$ cat src/rtl/fog_pkg.sv
// Shared constants, state encoding and elaboration helpers for the FogZip Morton encoder.
package fog_pkg;

  localparam int MAX_DEPTH_DEF = 9;
  localparam logic signed [15:0] BB_MIN_DEF = -16'sd20000;
  localparam logic signed [15:0] BB_MAX_DEF = 16'sd20000;

  localparam logic [3:0] ST_IDLE      = 4'd0;
  localparam logic [3:0] ST_READ      = 4'd1;
  localparam logic [3:0] ST_COMPUTE   = 4'd2;
  localparam logic [3:0] ST_WRITEBACK = 4'd3;
  localparam logic [3:0] ST_MEMWR     = 4'd4;
  localparam logic [3:0] ST_MEMWAIT   = 4'd5;
  localparam logic [3:0] ST_NEXT      = 4'd6;
  localparam logic [3:0] ST_HEADER    = 4'd7;
  localparam logic [3:0] ST_DONE      = 4'd8;

  localparam logic [1:0] MK_DATA  = 2'd0;
  localparam logic [1:0] MK_FLUSH = 2'd1;
  localparam logic [1:0] MK_HDR   = 2'd2;

  localparam logic [31:0] HDR_ADDR  = 32'd0;
  localparam logic [31:0] DATA_BASE = 32'd8;
  localparam logic [31:0] FLUSH_PAD = 32'hFFFF_FFFF;

  // Smallest right shift that squeezes the box extent into 2^depth cells.
  function automatic int calc_shift(input int range, input int depth);
    int s;
    s = 31;
    for (int i = 31; i >= 0; i--) begin
      if ((range >> i) < (1 << depth)) s = i;
    end
    return s;
  endfunction

  localparam int CODE_W = 3 * MAX_DEPTH_DEF;
  localparam int SHIFT  = calc_shift(int'(BB_MAX_DEF) - int'(BB_MIN_DEF), MAX_DEPTH_DEF);

  // Internal states collapse onto the externally visible status codes.
  function automatic logic [2:0] status_code(input logic [3:0] st);
    logic [2:0] c;
    case (st)
      ST_IDLE:                c = 3'd0;
      ST_READ:                c = 3'd1;
      ST_COMPUTE:             c = 3'd2;
      ST_WRITEBACK:           c = 3'd3;
      ST_MEMWR, ST_MEMWAIT:   c = 3'd4;
      ST_NEXT:                c = 3'd5;
      ST_HEADER:              c = 3'd6;
      default:                c = 3'd7;
    endcase
    return c;
  endfunction

endpackage

$ cat src/rtl/fog_morton.sv
// Combinational bounding-box check, per-axis quantisation, 3-way bit interleave and 16-bit node tag.
module fog_morton
  import fog_pkg::*;
#(
  parameter logic signed [15:0] BB_MIN_X  = BB_MIN_DEF,
  parameter logic signed [15:0] BB_MIN_Y  = BB_MIN_DEF,
  parameter logic signed [15:0] BB_MIN_Z  = BB_MIN_DEF,
  parameter logic signed [15:0] BB_MAX_X  = BB_MAX_DEF,
  parameter logic signed [15:0] BB_MAX_Y  = BB_MAX_DEF,
  parameter logic signed [15:0] BB_MAX_Z  = BB_MAX_DEF,
  parameter int                 MAX_DEPTH = MAX_DEPTH_DEF
) (
  input  logic signed [15:0]        i_x,
  input  logic signed [15:0]        i_y,
  input  logic signed [15:0]        i_z,
  output logic                      o_in_box,
  output logic [3*MAX_DEPTH-1:0]    o_code,
  output logic [15:0]               o_tag
);

  localparam int CW      = 3 * MAX_DEPTH;
  localparam int RANGE_X = int'(BB_MAX_X) - int'(BB_MIN_X);
  localparam int RANGE_Y = int'(BB_MAX_Y) - int'(BB_MIN_Y);
  localparam int RANGE_Z = int'(BB_MAX_Z) - int'(BB_MIN_Z);
  localparam int RANGE_XY = (RANGE_X > RANGE_Y) ? RANGE_X : RANGE_Y;
  localparam int RANGE    = (RANGE_XY > RANGE_Z) ? RANGE_XY : RANGE_Z;
  localparam int LSHIFT   = calc_shift(RANGE, MAX_DEPTH);

  logic [16:0]          w_dx, w_dy, w_dz;
  logic [MAX_DEPTH-1:0] w_cx, w_cy, w_cz;

  assign o_in_box = (i_x >= BB_MIN_X) && (i_x <= BB_MAX_X) &&
                    (i_y >= BB_MIN_Y) && (i_y <= BB_MAX_Y) &&
                    (i_z >= BB_MIN_Z) && (i_z <= BB_MAX_Z);

  // 17-bit offsets are non-negative whenever the point is inside the box.
  assign w_dx = {i_x[15], i_x} - {BB_MIN_X[15], BB_MIN_X};
  assign w_dy = {i_y[15], i_y} - {BB_MIN_Y[15], BB_MIN_Y};
  assign w_dz = {i_z[15], i_z} - {BB_MIN_Z[15], BB_MIN_Z};

  assign w_cx = MAX_DEPTH'(w_dx >> LSHIFT);
  assign w_cy = MAX_DEPTH'(w_dy >> LSHIFT);
  assign w_cz = MAX_DEPTH'(w_dz >> LSHIFT);

  always_comb begin
    o_code = '0;
    for (int i = 0; i < MAX_DEPTH; i++) begin
      o_code[3*i+2] = w_cx[i];
      o_code[3*i+1] = w_cy[i];
      o_code[3*i]   = w_cz[i];
    end
  end

  // Left-align the code in 32 bits so short codes come out zero-padded on the right.
  assign o_tag = 16'((32'(o_code) << (32 - CW)) >> 16);

endmodule

$ cat src/rtl/ext_fog.sv
// ALFA extension: Morton-encodes each frame point, writes back a node tag and packs codes into EXT_MEM words plus a header.
module ext_fog
  import fog_pkg::*;
#(
  parameter int                 NUMBER_NODES        = 100000,
  parameter int                 PARALLEL_PROCESSING = 1,
  parameter int                 COMPRESSION         = 1,
  parameter logic signed [15:0] BB_MIN_X            = BB_MIN_DEF,
  parameter logic signed [15:0] BB_MIN_Y            = BB_MIN_DEF,
  parameter logic signed [15:0] BB_MIN_Z            = BB_MIN_DEF,
  parameter logic signed [15:0] BB_MAX_X            = BB_MAX_DEF,
  parameter logic signed [15:0] BB_MAX_Y            = BB_MAX_DEF,
  parameter logic signed [15:0] BB_MAX_Z            = BB_MAX_DEF,
  parameter int                 MAX_DEPTH           = MAX_DEPTH_DEF
) (
  input  logic               i_SYSTEM_clk,
  input  logic               i_SYSTEM_rst,
  input  logic               EXT_enable,
  input  logic [18:0]        EXT_PCSize,
  output logic               EXT_readReady,
  output logic [18:0]        EXT_readID,
  input  logic               EXT_readValid,
  input  logic signed [15:0] EXT_pointX,
  input  logic signed [15:0] EXT_pointY,
  input  logic signed [15:0] EXT_pointZ,
  input  logic [15:0]        EXT_readCustomField,
  output logic               EXT_writeValid,
  output logic [18:0]        EXT_writeID,
  output logic [15:0]        EXT_writeCustomField,
  input  logic               EXT_writeReady,
  output logic               EXT_doneProcessing,
  output logic [31:0]        EXT_status,
  output logic [31:0]        EXT_MEM_writeAddress,
  output logic [63:0]        EXT_MEM_writePayload,
  output logic               EXT_MEM_initWriteTxn,
  input  logic               EXT_MEM_writeTxnDone,
  output logic [31:0]        EXT_MEM_readAddress,
  output logic               EXT_MEM_initReadTxn,
  input  logic [63:0]        EXT_MEM_readPayload,
  input  logic               EXT_MEM_readTxnDone,
  input  logic               EXT_MEM_error
);

  localparam int          CW      = 3 * MAX_DEPTH;
  localparam logic [31:0] NODES_U = NUMBER_NODES;

  logic [3:0]         r_state;
  logic [18:0]        r_idx, r_enc, r_pcsize;
  logic signed [15:0] r_x, r_y, r_z;
  logic [CW-1:0]      r_code, r_pend;
  logic               r_pend_vld, r_err;
  logic [15:0]        r_tag;
  logic [31:0]        r_addr;
  logic [63:0]        r_word;
  logic [1:0]         r_kind;

  logic               w_in_box, w_idx_ok;
  logic [CW-1:0]      w_code;
  logic [15:0]        w_tag;
  logic [18:0]        w_idx_nxt;
  logic               w_unused;

  fog_morton #(
    .BB_MIN_X (BB_MIN_X), .BB_MIN_Y (BB_MIN_Y), .BB_MIN_Z (BB_MIN_Z),
    .BB_MAX_X (BB_MAX_X), .BB_MAX_Y (BB_MAX_Y), .BB_MAX_Z (BB_MAX_Z),
    .MAX_DEPTH(MAX_DEPTH)
  ) u_morton (
    .i_x     (r_x),
    .i_y     (r_y),
    .i_z     (r_z),
    .o_in_box(w_in_box),
    .o_code  (w_code),
    .o_tag   (w_tag)
  );

  assign w_idx_ok  = {13'b0, r_idx} < NODES_U;
  assign w_idx_nxt = r_idx + 19'd1;

  assign EXT_readReady        = (r_state == ST_READ);
  assign EXT_readID           = r_idx;
  assign EXT_writeValid       = (r_state == ST_WRITEBACK);
  assign EXT_writeID          = r_idx;
  assign EXT_writeCustomField = r_tag;
  assign EXT_doneProcessing   = (r_state == ST_DONE);
  assign EXT_status           = {r_idx, 9'b0, r_err, status_code(r_state)};
  assign EXT_MEM_writeAddress = r_addr;
  assign EXT_MEM_writePayload = r_word;
  assign EXT_MEM_initWriteTxn = (r_state == ST_MEMWR);
  assign EXT_MEM_readAddress  = 32'd0;
  assign EXT_MEM_initReadTxn  = 1'b0;

  // Read channel and lane count are not consumed by the single-lane write-only datapath.
  assign w_unused = ^{EXT_readCustomField, EXT_MEM_readPayload, EXT_MEM_readTxnDone,
                      PARALLEL_PROCESSING[0]};

  always_ff @(posedge i_SYSTEM_clk or posedge i_SYSTEM_rst) begin
    if (i_SYSTEM_rst) begin
      r_state    <= ST_IDLE;
      r_idx      <= '0;
      r_enc      <= '0;
      r_pcsize   <= '0;
      r_x        <= '0;
      r_y        <= '0;
      r_z        <= '0;
      r_code     <= '0;
      r_pend     <= '0;
      r_pend_vld <= 1'b0;
      r_err      <= 1'b0;
      r_tag      <= '0;
      r_addr     <= '0;
      r_word     <= '0;
      r_kind     <= MK_DATA;
    end else begin
      case (r_state)
        ST_IDLE: if (EXT_enable) begin
          r_idx      <= '0;
          r_enc      <= '0;
          r_addr     <= DATA_BASE;
          r_pcsize   <= EXT_PCSize;
          r_pend_vld <= 1'b0;
          r_err      <= 1'b0;
          r_state    <= (EXT_PCSize == 19'd0) ? ST_HEADER : ST_READ;
        end
        ST_READ: if (EXT_readValid) begin
          r_x     <= EXT_pointX;
          r_y     <= EXT_pointY;
          r_z     <= EXT_pointZ;
          r_state <= ST_COMPUTE;
        end
        ST_COMPUTE: begin
          if (w_in_box && w_idx_ok) begin
            r_code  <= w_code;
            r_tag   <= w_tag;
            r_state <= ST_WRITEBACK;
          end else begin
            r_state <= ST_NEXT;
          end
        end
        ST_WRITEBACK: if (EXT_writeReady) begin
          r_enc <= r_enc + 19'd1;
          if (COMPRESSION == 0) begin
            r_word  <= {13'b0, r_idx, 32'(r_code)};
            r_kind  <= MK_DATA;
            r_state <= ST_MEMWR;
          end else if (!r_pend_vld) begin
            r_pend     <= r_code;
            r_pend_vld <= 1'b1;
            r_state    <= ST_NEXT;
          end else begin
            r_word     <= {32'(r_code), 32'(r_pend)};
            r_pend_vld <= 1'b0;
            r_kind     <= MK_DATA;
            r_state    <= ST_MEMWR;
          end
        end
        ST_MEMWR: begin
          if (EXT_MEM_error) begin
            r_err   <= 1'b1;
            r_state <= ST_DONE;
          end else begin
            r_state <= ST_MEMWAIT;
          end
        end
        ST_MEMWAIT: begin
          if (EXT_MEM_error) begin
            r_err   <= 1'b1;
            r_state <= ST_DONE;
          end else if (EXT_MEM_writeTxnDone) begin
            r_addr <= r_addr + 32'd8;
            case (r_kind)
              MK_DATA:  r_state <= ST_NEXT;
              MK_FLUSH: r_state <= ST_HEADER;
              default:  r_state <= ST_DONE;
            endcase
          end
        end
        ST_NEXT: begin
          r_idx <= w_idx_nxt;
          if (w_idx_nxt < r_pcsize) begin
            r_state <= ST_READ;
          end else if (r_pend_vld) begin
            // Odd code count: pad the last word so every stored word is full.
            r_word     <= {FLUSH_PAD, 32'(r_pend)};
            r_pend_vld <= 1'b0;
            r_kind     <= MK_FLUSH;
            r_state    <= ST_MEMWR;
          end else begin
            r_state <= ST_HEADER;
          end
        end
        ST_HEADER: begin
          r_word  <= {13'b0, r_enc, 13'b0, r_pcsize};
          r_addr  <= HDR_ADDR;
          r_kind  <= MK_HDR;
          r_state <= ST_MEMWR;
        end
        ST_DONE: if (!EXT_enable) r_state <= ST_IDLE;
        default: r_state <= ST_IDLE;
      endcase
    end
  end

endmodule

$ cat config.mk
export PLATFORM = sky130hd
export DESIGN_NAME = ext_fog
export DESIGN_NICKNAME = d
export VERILOG_FILES = /design/src/rtl/fog_pkg.sv /design/src/rtl/fog_morton.sv /design/src/rtl/ext_fog.sv
export SDC_FILE = /design/constraint.sdc
export NUM_CORES = 1
export LEC_CHECK = 0
export ABC_AREA = 1
export CAP_MARGIN = 20
export CORE_ASPECT_RATIO = 1.4
export CORE_UTILIZATION = 47
export DETAILED_ROUTE_END_ITERATION = 7
export PLACE_DENSITY = 0.88
export SLEW_MARGIN = 0
export SYNTH_ARGS = -nofsm -noshare
export SYNTH_HDL_FRONTEND = slang
export SYNTH_SLANG_ARGS = --single-unit
export TNS_END_PERCENT = 10
$ cat constraint.sdc
create_clock -name i_SYSTEM_clk -period 11.7 [get_ports i_SYSTEM_clk]
set_input_delay 2.925 -clock i_SYSTEM_clk [delete_from_list [all_inputs] [get_ports i_SYSTEM_clk]]
set_output_delay 2.925 -clock i_SYSTEM_clk [all_outputs]
set_load 0.02 [all_outputs]
==> metrics.cfg, run 1 <==
[run_status]
status=finished clean

[min_path]
hp-start=r_pend[11]$_DFFE_PP0P_
hp-class=reg2reg

[clock_network]
cts_setup_buffers=0
post_cts_resized=0
clock_latency_ns=0.54
ctsLongestPathBuffers=3
ctsHoldBuffers=0
cts_num_sinks=250
cts_tree=yes
htreeDepth=1
cts_buffers=26
clkSlewWorstSetupHoldPaths_ns=0.07
cts-root-buf=clkbuf_16

[timing]
period_share=0.462
fin_crit_ns=5.40
finalMaxSlewViolations=0
fin_setup_tns_ns=0
finalSetupViolCount=0
fmax_mhz=185
timing.hold.ws_ns=0.484
hold_viol=0
rsz0062_at_grt=no
worst_pin_slew_ns=0.989
fin_worst_skew_ns=0.0126
maxSlewHeadroom=0.339

[final_layout]
drive_gt1_frac=0.0541
syn_to_final_growth_pct=22.9
nNetsFinal=1989
antenna_cells=0

[grt]
grtUsageTotal=0.241
antenna_found_initial=0
grt_max_degree=143
grt_overflow=0
grt_pass1_wl_mm=54.5
grt_pass1_vias=11028

[synth]
synthesis.area_um2=13200
synth_top_family_by_area=simple AND/OR/NAND/NOR gates
syn_inst=1646
synth_seq_area_share=0.475
synthMuxAreaShare=0.0197
synthSimpleGateAreaFrac=0.218
ys_ff_latch=250
synthAdderAreaFrac=0.0200
synth-compound-area-share=0.124
synth.avg_cell_area_um2=8.00
synth_xor_area_frac=0.0113
ys_warn_count=0
yosysUniqueCellTypes=39

[routing]
wl_mm=34.3
wire_per_inst_um=15.6
dr_total_vias=11428
viasPerCell=5.19
drcViolationCount=0
dr.pass1.iters=5
first_iter_violations=905
ant_nets=0

[worst_setup_path]
cp.arrival_ns=2.48
r2r_start=EXT_readID[0]$_DFFE_PP0P_
critPathLaunchType=flop
worstSetupEndpointType=output pin
required_ns=8.78
crit_start=r_state[3]$_DFFE_PP0P_
cp_max_fo=6
path_class=reg2out

[flow_run]
drv_cap=0

[power]
leakagePower_uw=0.00732
ir_drop_mv=0.149
power.density_nw_per_um2=226

[placement]
portBuffers=242
dp_hpwl_mm=25.4
gp_congestion=0.896

[die]
row_count=72
start_util=0.478
ios=374
die_h_um=200
die_area_um2=28700
die_x_um=143
core_um2=27600

==> layout make-up <==
class	instances	area, µm²
Clock inverter	9	136
Fill cell	2391	11400
Clock buffer	37	773
Multi-Input combinational cell	1098	5360
Tap cell	370	463
Inverter	187	709
Sequential cell	250	6260
Timing Repair Buffer	250	2480
==> power by group <==
part	leakage, µW	switching (µW)	total (µW)	internal [µW]
clock	0.000440	348	874	526
combinational	0.00367	869	1430	558
sequential	0.00321	210	1360	1150
total	0.00732	1430	3660	2230
==> metal layers <==
metal	vias to the layer above	share of wire	global-route usage
met3	70	0.059	0.0315
met1	5359	0.39	0.289
met5	-	0	0
met4	0	0.033	0.0973
met2	455	0.51	0.434
li1	5544	-	-
==> final timing paths <==
check / to / slack [ns] / depth (start not counted)
worst min register to register: r_pend[11]$_DFFE_PP0P_ / 0.48 / 2
min in group asynchronous: EXT_readID[3]$_DFFE_PP0P_ / 3.00 / 2
worst min-delay path: r_pend[11]$_DFFE_PP0P_ / 0.48 / 2
max in group asynchronous: r_y[2]$_DFFE_PP0P_ / 6.73 / 4
worst max-delay path: EXT_readReady / 6.30 / 4
worst max register to register: EXT_MEM_writePayload[5]$_DFFE_PP0P_ / 6.73 / 21
==> worst max-delay path, stage by stage, from the launching register on <==
cell and delay [ns]:
dfrtp_1 0.41, inv_2 0.10, nand2_2 0.13, nor3_1 0.55
clkdlybuf4s50_1 0.75
==> layout by cell type, fill, tap and decap left out, drive strengths merged, types with 11 or more instances in the layout <==
master	instances
inv	185
nor3	34
clkbuf	37
xor2	12
nand2	366
nand3	64
o21ai	175
nor2	179
nor4	11
clkdlybuf4s50	242
conb	50
mux2	23
a21oi	63
ha	21
dfrtp	250
o22ai	29
nand4	22
a31oi	21
==> cell families after synthesis <==
group / after synthesis
and+or+nand+nor: 682
buffers and inverters: 347
DFF: 250
other: 1
xor gates and xnor gates: 17
adders and majority gates: 21
AOI/OAI and AO/OA: 305
muxes: 23
==> registers in the layout, summed over array words and instances, names as in the netlist <==
signal,count
EXT_readID,19
r_pend_vld,1
EXT_MEM_writePayload,54
r_err,1
r_pcsize,19
r_z,16
r_y,16
r_x,16
EXT_MEM_writeAddress,29
r_state,4
r_code,27
r_kind,2
r_enc,19
r_pend,27
==> metrics by stage <==
stage	cells	setup WS (ns)	total power, µW	util	instance area (µm²)
floorplan	1695	1.90	2300	-	13400
global placement	2155	6.08	2740	0.554	15300
detailed placement	2155	6.02	2790	0.554	15300
CTS	2201	6.28	3680	0.587	16200
global route	2201	6.18	3900	0.587	16200
finish	2201	6.30	3660	0.587	16200
==> cells in the mapped netlist, drive strengths merged <==
library cell / number / area (µm²)
nand2: 366 / 1400
dfrtp: 250 / 6260
inv: 184 / 691
nor2: 179 / 694
o21ai: 175 / 876
buf: 122 / 891
nand3: 64 / 320
a21oi: 63 / 315
clkbuf: 38 / 143
nor3: 34 / 201
o22ai: 29 / 181
mux2: 23 / 259
nand4: 22 / 138
a31oi: 21 / 131
ha: 21 / 263
xor2: 12 / 105
nor4: 11 / 75.1
o31ai: 9 / 67.6
xnor2: 5 / 43.8
clkinv: 3 / 11.3
a22oi: 2 / 15.0
a41oi: 2 / 17.5
and2: 2 / 12.5
nor3b: 2 / 15.0
o211ai: 2 / 15.0
a211oi: 1 / 7.51
a21o: 1 / 7.51
conb: 1 / 3.75
nand3b: 1 / 7.51
or2: 1 / 6.26
(Power assumes the default switching activity.)
==> run 2, diff against run 1 <==
--- a/config.mk
+++ b/config.mk
@@ -8,9 +8,9 @@
 export ABC_AREA = 1
 export CAP_MARGIN = 20
 export CORE_ASPECT_RATIO = 1.4
-export CORE_UTILIZATION = 47
+export CORE_UTILIZATION = 44
 export DETAILED_ROUTE_END_ITERATION = 7
-export PLACE_DENSITY = 0.88
+export PLACE_DENSITY = 0.87
 export SLEW_MARGIN = 0
 export SYNTH_ARGS = -nofsm -noshare
 export SYNTH_HDL_FRONTEND = slang
==> constraint.sdc (replaced) <==
create_clock -name i_SYSTEM_clk -period 4.9 [get_ports i_SYSTEM_clk]
set_input_delay 1.225 -clock i_SYSTEM_clk [delete_from_list [all_inputs] [get_ports i_SYSTEM_clk]]
set_output_delay 1.225 -clock i_SYSTEM_clk [all_outputs]
set_load 0.02 [all_outputs]
==> run 2 against run 1 <==
Net effect: first-iteration DRC count decreased by 6.5%; cell area rose by 0.76%; worst hold slack improved by 0.0037 ns; non-clock buffer count increased by 9; via count up 1.3%; core utilization is 3.2 points lower; total power increased by 140%; sequential share of layout area shrank 0.29 points; wire length increased by 3.1%; sequential power increased by 140%; cell count is 0.91% higher; clock power is 140% higher; largest power group unchanged.
==> metrics.cfg, run 2 (synthesized netlist as in run 1, its figures left out) <==
[routing]
drcViolationCount=0  ; unchanged
wl_mm=35.3  ; +3.1%
dr_total_vias=11577  ; +1.3%
viasPerCell=5.21  ; +0.39%
dr.pass1.iters=6  ; +1
first_iter_violations=846  ; -6.5%
ant_nets=0  ; unchanged
wire_per_inst_um=15.9  ; +2.2%

[worst_setup_path]
cp_slowest_cell=buf_4
required_ns=5.30  ; -3.48 ns
cp_cell_sequence=ha_1, nand3_1, nor2_1, inv_1, nor2_1, inv_1, nor2_1, nand4_1, nor2_1, nand3_1, and2_1, ha_1, a21oi_1, o21ai_0, a21oi_1, nand4_1, nand2_2, buf_4, o21ai_0
path_delay_family=simple AND/OR/NAND/NOR gates
reg2reg_depth=19  ; -9.5%
endpoint=EXT_MEM_writePayload[36]$_DFFE_PP0P_
crit_cells=19  ; +15
critical_path_buf_inv_count=3  ; +1
cp_max_fo=72  ; +66
cp.arrival_ns=4.78  ; +2.30 ns
critPathMaxStageDelay_ns=0.56  ; -0.19 ns
r2r-end=EXT_MEM_writePayload[36]$_DFFE_PP0P_
crit_start=EXT_readID[1]$_DFFE_PP0P_
path_class=reg2reg
timing.critical_path.mode_cell=nor2_1
worstSetupEndpointType=flop
critPathLaunchType=flop
r2r_start=EXT_readID[1]$_DFFE_PP0P_
rrSetupSlack_ns=0.52  ; -6.21 ns

[final_layout]
drive_gt1_frac=0.0592  ; +0.00514
final_cell_mix=nand2_1, dfrtp_1, clkdlybuf4s50_1
fin_cells=2221  ; +0.91%
layout_commonest_cell=nand2_1
final_core_util=0.556  ; -0.0315
multi_input_area_um2=5360  ; unchanged
antenna_cells=0  ; unchanged
largest_reg_flops=54  ; unchanged
syn_to_final_growth_pct=23.8
fillers=2580  ; +7.9%
nNetsFinal=1998  ; +0.45%
ff_latch_area_um2=6260  ; unchanged

[clock_network]
clkSlewWorstSetupHoldPaths_ns=0.07  ; about the same
ctsLongestPathBuffers=3  ; unchanged
cts_num_sinks=250  ; unchanged
htreeDepth=1  ; unchanged
cts_buffers=26  ; unchanged
cts_setup_buffers=0  ; unchanged
cts_tree=yes
post_cts_resized=0  ; unchanged
cts-root-buf=clkbuf_16
ctsHoldBuffers=0  ; unchanged
clock_latency_ns=0.55  ; about the same

[grt]
busiest_layer=met2
grt_max_degree=78  ; -45%
grt_pass1_wl_mm=56.8  ; +4.1%
groute.layer.met1.usage=0.270  ; -0.0185
grtUsageTotal=0.234  ; -0.00682
antenna_found_initial=0  ; unchanged
met2_usage=0.431  ; -0.00310
grt_overflow=0  ; unchanged
grt_use_met3=0.0314  ; -0.0000600
grt_pass1_vias=11258  ; +2.1%

[timing]
hold_viol=0  ; unchanged
fin_setup_tns_ns=0  ; unchanged
fin_worst_skew_ns=0.0256  ; +0.0130 ns
maxSlewHeadroom=0.450  ; +0.111
worst_pin_slew_ns=0.823  ; -0.165 ns
period_share=0.893
rsz0062_at_grt=no
fmax_mhz=229
finalMaxSlewViolations=0  ; unchanged
timing.hold.ws_ns=0.488  ; +0.00375 ns
finalSetupViolCount=0  ; unchanged
fin_crit_ns=4.38

[power]
power.density_nw_per_um2=538  ; +140%
ir_drop_mv=0.359  ; +140%
leakagePower_uw=0.00738  ; +0.81%

[placement]
dp.cells=2173  ; +0.84%
dp_hpwl_mm=26.7  ; +5.1%
gp_congestion=0.848  ; -5.4%
portBuffers=242  ; unchanged

[run_status]
status=finished clean

[die]
die_h_um=207  ; +3.3%
die_area_um2=30600  ; +6.7%
row_count=74  ; +2.8%
die_x_um=148  ; +3.3%
ios=374  ; unchanged
core_um2=29400  ; +6.5%
start_util=0.449  ; -0.0290

[min_path]
hp-start=r_pend[15]$_DFFE_PP0P_
min_path_cells=2  ; unchanged
hp-class=reg2reg

[flow_run]
drv_cap=0  ; unchanged

## run 2: changes by cell type in the layout (fill, tap and decap cells not counted), sizes merged
cell,delta
buf,+9
bufinv,-1
clkbuf,+3
inv,-2
clkinv,+1
## run 2: routing by layer
metal	share of wire	routed length [µm]
met1	0.39	13600
met2	0.52	18300
met4	0.036	1270
met3	0.060	2110
met5	0	0
## run 2: how the worst min path moves through the flow
stage | to
final | r_pend[15]$_DFFE_PP0P_
after global routing | r_pend[14]$_DFFE_PP0P_
after global placement | r_pend[18]$_DFFE_PP0P_
after CTS | r_pend[15]$_DFFE_PP0P_
after detailed placement | r_pend[15]$_DFFE_PP0P_
after floorplan | r_pend[0]$_DFFE_PP0P_
## run 2: cell type report
| type | count | share of cell area |
|---|---|---|
| Clock buffer | 40 | 0.0493 |
| Clock inverter | 7 | 0.00629 |
| Inverter | 187 | 0.0433 |
| Multi-Input combinational cell | 1098 | 0.329 |
| Sequential cell | 250 | 0.384 |
| Tap cell | 380 | 0.0292 |
| Timing Repair Buffer | 259 | 0.159 |
## run 2: where the power goes
| part | internal, µW | total [µW] | leakage [µW] | switching [µW] |
|---|---|---|---|---|
| logic | 1360 | 3470 | 0.00373 | 2110 |
| registers | 2740 | 3240 | 0.00321 | 495 |
| clock network | 1230 | 2060 | 0.000444 | 830 |
| total | 5340 | 8770 | 0.00738 | 3440 |
## run 2: worst register-to-register path, cell delays in order (launching register included)
cell,delay (ns)
dfrtp_1,0.42
ha_1,0.22
nand3_1,0.11
nor2_1,0.11
inv_1,0.08
nor2_1,0.12
inv_1,0.09
nor2_1,0.20
nand4_1,0.15
nor2_1,0.38
nand3_1,0.15
and2_1,0.20
ha_1,0.29
a21oi_1,0.18
o21ai_0,0.13
a21oi_1,0.20
nand4_1,0.27
nand2_2,0.16
buf_4,0.56
o21ai_0,0.21
## run 2: through the flow
step | setup slack (ns) | total power [µW] | instance area [µm²]
2_1_floorplan | 0.387 | 5490 | 13400
3_3_place_gp | 0.931 | 6590 | 15400
3_5_place_dp | 0.710 | 6730 | 15400
4_1_cts | 0.585 | 8810 | 16300
5_1_grt | 0.173 | 9360 | 16300
6_report | 0.524 | 8770 | 16300
==> run 3, diff against run 2 <==
--- a/config.mk
+++ b/config.mk
@@ -11,7 +11,6 @@
 export CORE_UTILIZATION = 44
 export DETAILED_ROUTE_END_ITERATION = 7
 export PLACE_DENSITY = 0.87
-export SLEW_MARGIN = 0
 export SYNTH_ARGS = -nofsm -noshare
 export SYNTH_HDL_FRONTEND = slang
 export SYNTH_SLANG_ARGS = --single-unit
==> results of run 3 <==
Same layout as run 2: the final DEF is identical, and so are final timing and power.
